### config.mk
export PLATFORM = sky130hd
export DESIGN_NAME = sink_byte_serializer
export DESIGN_NICKNAME = d
export VERILOG_FILES = /design/src/rtl/sink_byte_serializer_pkg.sv /design/src/rtl/sink_byte_serializer.sv
export SDC_FILE = /design/constraint.sdc
export NUM_CORES = 1
export LEC_CHECK = 0
export CAP_MARGIN = 5
export CORE_ASPECT_RATIO = 1.5
export CORE_MARGIN = 3
export CORE_UTILIZATION = 43
export DETAILED_ROUTE_END_ITERATION = 12
export PLACE_DENSITY = 0.75
export SYNTH_ARGS = -nofsm -noshare
export SYNTH_HDL_FRONTEND = slang
export SYNTH_SLANG_ARGS = --single-unit
### constraint.sdc
create_clock -name clk -period 1.73 [get_ports clk]
set_clock_uncertainty 0.2 [all_clocks]
set_input_delay 0.346 -clock clk [delete_from_list [all_inputs] [get_ports clk]]
set_output_delay 0.346 -clock clk [all_outputs]
set_load 0.005 [all_outputs]
### src/rtl/sink_byte_serializer_pkg.sv
// Package sink_serial_config
// Shared configuration for the spike-word-to-byte serializer:
//   DEFAULT_BYTE_WIDTH - default outgoing byte width
//   num_bytes()        - bytes needed to carry a word of a given width
//   ser_state_t        - serializer FSM states
package sink_serial_config;

    localparam int unsigned DEFAULT_BYTE_WIDTH = 8;

    // Round up so a partial top byte still gets its own transfer.
    function automatic int unsigned num_bytes(
        input int unsigned width,
        input int unsigned byte_width = DEFAULT_BYTE_WIDTH
    );
        return (width + byte_width - 1) / byte_width;
    endfunction

    typedef enum logic {
        IDLE = 1'b0,
        SEND = 1'b1
    } ser_state_t;

endpackage

### src/rtl/sink_byte_serializer.sv
// sink_byte_serializer
// Splits each spike word from the network sink into bytes, most-significant
// byte first, for a byte-stream transmitter.
// Ports:
//   clk        system clock, rising edge
//   arstn      asynchronous active-low reset
//   snk_valid  upstream word valid
//   snk_ready  serializer can take a word this cycle
//   snk        spike word (SNK_WIDTH bits)
//   tx_valid   tx_data holds a valid byte
//   tx_ready   transmitter takes the byte this cycle
//   tx_data    current byte (BYTE_WIDTH bits)
module sink_byte_serializer
    import sink_serial_config::*;
#(
    parameter int unsigned SNK_WIDTH  = 16,
    parameter int unsigned BYTE_WIDTH = DEFAULT_BYTE_WIDTH
) (
    input  logic                  clk,
    input  logic                  arstn,
    input  logic                  snk_valid,
    output logic                  snk_ready,
    input  logic [SNK_WIDTH-1:0]  snk,
    output logic                  tx_valid,
    input  logic                  tx_ready,
    output logic [BYTE_WIDTH-1:0] tx_data
);

    localparam int unsigned NUM_BYTES = num_bytes(SNK_WIDTH, BYTE_WIDTH);
    localparam int unsigned SR_WIDTH  = NUM_BYTES * BYTE_WIDTH;
    localparam int unsigned IDX_WIDTH = (NUM_BYTES > 1) ? $clog2(NUM_BYTES) : 1;
    localparam logic [IDX_WIDTH-1:0] LAST_IDX = IDX_WIDTH'(NUM_BYTES - 1);

    ser_state_t            state_q, state_d;
    logic [IDX_WIDTH-1:0]  idx_q;
    logic [SR_WIDTH-1:0]   sr_q;
    logic                  last_byte;
    logic                  accept;
    logic                  xfer;

    assign tx_data = sr_q[SR_WIDTH-1 -: BYTE_WIDTH];

    always_comb begin
        last_byte = (idx_q == LAST_IDX);
        tx_valid  = (state_q == SEND);
        // A new word may be taken while the last byte of the current one
        // leaves, which keeps back-to-back words bubble-free.
        snk_ready = (state_q == IDLE) || (last_byte && tx_ready);
        accept    = snk_valid && snk_ready;
        xfer      = tx_valid && tx_ready;
        state_d   = state_q;
        unique case (state_q)
            IDLE: if (accept) state_d = SEND;
            SEND: if (xfer && last_byte && !accept) state_d = IDLE;
            default: state_d = IDLE;
        endcase
    end

    always_ff @(posedge clk or negedge arstn) begin
        if (!arstn) begin
            state_q <= IDLE;
            idx_q   <= '0;
            sr_q    <= '0;
        end else begin
            state_q <= state_d;
            if (accept) begin
                sr_q  <= SR_WIDTH'(snk);
                idx_q <= '0;
            end else if (xfer) begin
                sr_q  <= sr_q << BYTE_WIDTH;
                idx_q <= idx_q + 1'b1;
            end
        end
    end

endmodule

### After elaboration in Yosys (flattened, before gate mapping)

Cells that the tools add are included.

* bits in registers: 18
* latch bits: 0
* bits in writable memories: 0
* ROM bits: 0
* output and inout bits: 10
* logic and storage cells: 20
* memories kept: 0

* $add $sub $neg: 1
* multiply operators: 0
* div/mod/pow operators: 0
* order comparisons: 0
* eq/ne operators: 0
* shift operators: 0
* multiplexer cells: 7
* bitwise logic cells: 1
* reductions and logical operators: 8

Operator list (count)
* 16-bit 2-to-1 mux: 2
* 1-bit logical AND: 5
* 1-bit 2-to-1 mux: 4
* 1-bit one-hot mux with 2 select lines: 1
* 2-bit nonzero test: 1
* 1-bit adder, second input constant: 1
* 1-bit zero test: 1
* 1-bit logical OR: 1
* 1-bit NOT: 1

### Longest topological paths before layout

* depth after elaboration: 7
* mapped depth: 6
* mapped depth without buffers: 3

### Least setup slack after synthesis

No wires, ideal clock.

* path type: register to output
* start: register state_q (netlist: tx_valid)
* end: output port snk_ready
* data arrival time: 996 ps
* data required time: 1184 ps
* path slack: 188 ps
* stages on the path, launching flop included: 4
* cells stage by stage: dfrtp_1 a21bo_1 buf_2 clkbuf_1

* cells in the longest elaborated chain, start to end: 2

RTL lines
* from (decl): RTL line sink_byte_serializer.sv:34 `ser_state_t state_q, state_d;`
* from (signal assigned): RTL line sink_byte_serializer.sv:65 `state_q <= state_d;`
* 1-bit NOT: RTL line sink_byte_serializer.sv:48 `snk_ready = (state_q == IDLE) || (last_byte && tx_ready);`
* 1-bit logical OR: RTL line sink_byte_serializer.sv:48
* to (decl): RTL line sink_byte_serializer.sv:22 `output logic snk_ready,`

No other way between the ends.

### Worst setup path after layout

* start: register sr_q[10]
* end: output port tx_data[2]

RTL lines
* from (decl): RTL line sink_byte_serializer.sv:36 `logic [SR_WIDTH-1:0] sr_q;`
* from (signal assigned): RTL line sink_byte_serializer.sv:67 `sr_q <= SR_WIDTH'(snk);`
* from (signal assigned): RTL line sink_byte_serializer.sv:70 `sr_q <= sr_q << BYTE_WIDTH;`
* to (decl): RTL line sink_byte_serializer.sv:26 `output logic [BYTE_WIDTH-1:0] tx_data`

No word-level cell between the ends.

==> results.md <==
- Die W: 42.5 um
- Largest vdd supply drop: 0.672 mV
- First DRT Iteration DRCs: 15
- Buffers on Ports: 29
- Pwr dens: 1150 nW/um2
- Final Hold Violating Endpoints: 0
- Cell leakage power: between 0.5 and 0.6 nW
- Share of cells above drive strength 1: 0.123
- Mean area per synthesized cell: 9.75 um2
- Crit path max-delay cell type: sky130_fd_sc_hd__clkdlybuf4s50_1
- Layout area overhead: 38.9%
- Relative contribution of sequential cells to total power: 0.449
- Effective utilization at floorplan: 0.463
- Final net count: roughly 140
- Total detailed-routing wirelength: 1780 um
- Number of CTS-inserted buffers: 3
- Standard-cell rows: 19
- Clock insertion delay at the later pin of the skew report: 0.28 ns
- Switching power as a share of total power: 0.299
- H-tree depth reported by CTS: 1
- Global-route wire length before repair: 3030 um
- Total number of clock tree sinks: 18
- Summed negative setup slack over all endpoints: 0 ns
- Maximum single-stage delay on the critical path: around 0.50 ns
- Top-level I/O count: 30
- Die Y-Extent: 60.7 um
- Transition time at the pin with the least slew margin: ~0.27 ns
- Layout fillers: 170
- Clock root cell: sky130_fd_sc_hd__clkbuf_4
- Depth of the most critical reg-to-reg path: 4
- Maximum number of pins on one net before global-route repair: 19
- Number of failing setup endpoints in the final timing report: 0
- Largest fanout on the critical path: 2
- Total routing usage reported by global routing: 0.153
- CP delay by family, top: buffers and inverters
- Placement Setup Slack: -0.375 ns
- Syn_nets: 108
- Congestion Overflow GR: 0
- Hold_buf cts: 0
- Endpoint of the worst register-to-register path: sr_q[10]
- Worst setup path category: register to output pin
- Number of antenna repair diodes: 0
- Post-synthesis cell area: 858 um2
- Critical path buffer and inverter count: 1
- Wirelength per Cell: 13.2 um
- Number of pins with negative max-slew slack in the final report: 0
- Post-route DRC: 0
- Number of antenna violations at the first check in global routing: 0
- Clock network fraction of design power: 0.144
- Via count: 683
- Relative slew slack: 0.822
- Startpoint of the worst-slack reg-to-reg timing path: idx_q
- Final cycle utilization of the critical path: 0.971
- Antenna-violating nets left: 0
- Final worst path period need: 1.68 ns
- Data arrival at the endpoint of the critical path: 1.13 ns
- Number of distinct library cells after synthesis: 15
- Post-synthesis register bit count: 18
- Die outline area: 2580 um2
- DR vias/cell: 5.06
- Run status: completed
- Final worst slack: 0.0500 ns
- Critical Path RT: 1.18 ns
- Clock transition at the registers of the reported paths: 0.10 ns
- Synth Instances: between 80 and 90
- Proportion of synthesized chip area in sequential cells: 0.525
- Yosys warnings: 0
- F_max: 595 MHz
- Clock tree from TritonCTS: yes
- Max-cap check violation count: 0
- Internal Dissipation: 0.965 mW
- Proportion of power drawn by combinational gates: 0.407
- Critical path depth in cells: 1
- HP Class: primary input to asynchronous set/reset pin
- Half-perimeter wire length after detailed placement: 1280 um
- Overall power of the completed layout: approximately 1.4 mW
- Vias in the first global route: 689
- Clock tree buffer depth: 2
- Sort of element at the end of the critical path: output pin
- Worst R2R Setup Slack: approximately 0.2 ns
- Global placement routability congestion: 0.716
- Switching pwr: 0.411 mW
- Critical path launch point type: register
- Iteration count of the initial detailed-routing pass: 4
- Cells traversed along the worst timing path: clkdlybuf4s50_1
- Area of the core region: 1850 um2
==> logic make-up after synthesis <==
family          synth area share
compound gates             0.114
buf+inv                    0.112
simple gates               0.156
flops                      0.525
mux                       0.0933
==> what timing repair did <==
action,CTS,global route
resized for setup,5,4
setup endpoints to repair,19,7
pin swaps,0,1
setup buffers,0,3
==> power by group through the flow <==
| stage | Clock [mW] | Combinational [mW] | Sequential (mW) |
|---|---|---|---|
| after floorplan | 0 | 0.347 | 0.612 |
| after global placement | 0 | 0.527 | 0.625 |
| after detailed placement | 0 | 0.539 | 0.633 |
| after CTS | 0.203 | 0.538 | 0.624 |
| after global routing | 0.229 | 0.614 | 0.637 |
| final | 0.198 | 0.560 | 0.619 |
==> through the flow <==
step	instance area, um2	util	cells	hold slack [ns]
3_5_place_dp	1140	0.613	129	0.312
5_1_grt	1190	0.643	135	0.208
2_1_floorplan	858	-	88	-0.150
4_1_cts	1160	0.626	132	0.194
3_3_place_gp	1140	0.613	129	0.303
6_report	1190	0.643	135	0.190
==> state kept, by name, summed over array words and instances, names as in the netlist <==
register,count
tx_valid,1
sr_q,16
idx_q,1
==> cells in the mapped netlist <==
cell type                  count  area (um2)
sky130_fd_sc_hd__mux2i_1       8        80.1
sky130_fd_sc_hd__buf_4         8        60.1
sky130_fd_sc_hd__dfrtp_1      18         450
sky130_fd_sc_hd__o21ai_1       9        45.0
sky130_fd_sc_hd__nor2_1        1        3.75
sky130_fd_sc_hd__a21bo_1       1        10.0
sky130_fd_sc_hd__nand2_1      10        37.5
sky130_fd_sc_hd__buf_2         2        10.0
sky130_fd_sc_hd__o21bai_1      1        7.51
sky130_fd_sc_hd__and2_1        1        6.26
sky130_fd_sc_hd__o21ai_0       7        35.0
sky130_fd_sc_hd__clkbuf_1      4        15.0
sky130_fd_sc_hd__nand3_1      16        80.1
sky130_fd_sc_hd__nand2b_1      1        6.26
sky130_fd_sc_hd__buf_6         1        11.3
==> worst max-delay path by stage <==
stage,from,to,slack [ns]
2_1_floorplan,tx_valid,snk_ready,0.19
3_3_place_gp,tx_ready,sr_q[13],-0.33
3_5_place_dp,tx_ready,sr_q[1],-0.38
4_1_cts,tx_ready,snk_ready,-0.03
5_1_grt,sr_q[12],tx_data[4],-0.006
6_report,sr_q[10],tx_data[2],0.05
==> area by class of cell <==
cell class / count / area [um2] / area share
sequential: 18 / 450 / 0.378
timing repair buffer: 38 / 380 / 0.319
multi-input combinational: 55 / 313 / 0.262
tap: 21 / 26.3 / 0.0220
clock buffer: 3 / 22.5 / 0.0189
==> per-layer routing <==
metal	share of wire	global-route usage
met5	0	0
met4	0.011	0.0667
met3	0.052	0.0297
met2	0.52	0.259
met1	0.42	0.191
==> cells in the final DEF, fill, tap and decap left out, drive strengths merged <==
| master | count |
|---|---|
| clkbuf | 3 |
| dlymetal6s2s | 4 |
| and2 | 1 |
| clkdlybuf4s15 | 1 |
| nand3 | 16 |
| buf | 9 |
| dfrtp | 18 |
| dlygate4sd2 | 1 |
| nand2b | 1 |
| mux2i | 8 |
| o21bai | 1 |
| clkdlybuf4s50 | 23 |
| nand2 | 10 |
| nor2 | 1 |
| a21bo | 1 |
| o21ai | 16 |
Note: power is estimated with default switching activity, not from simulation.
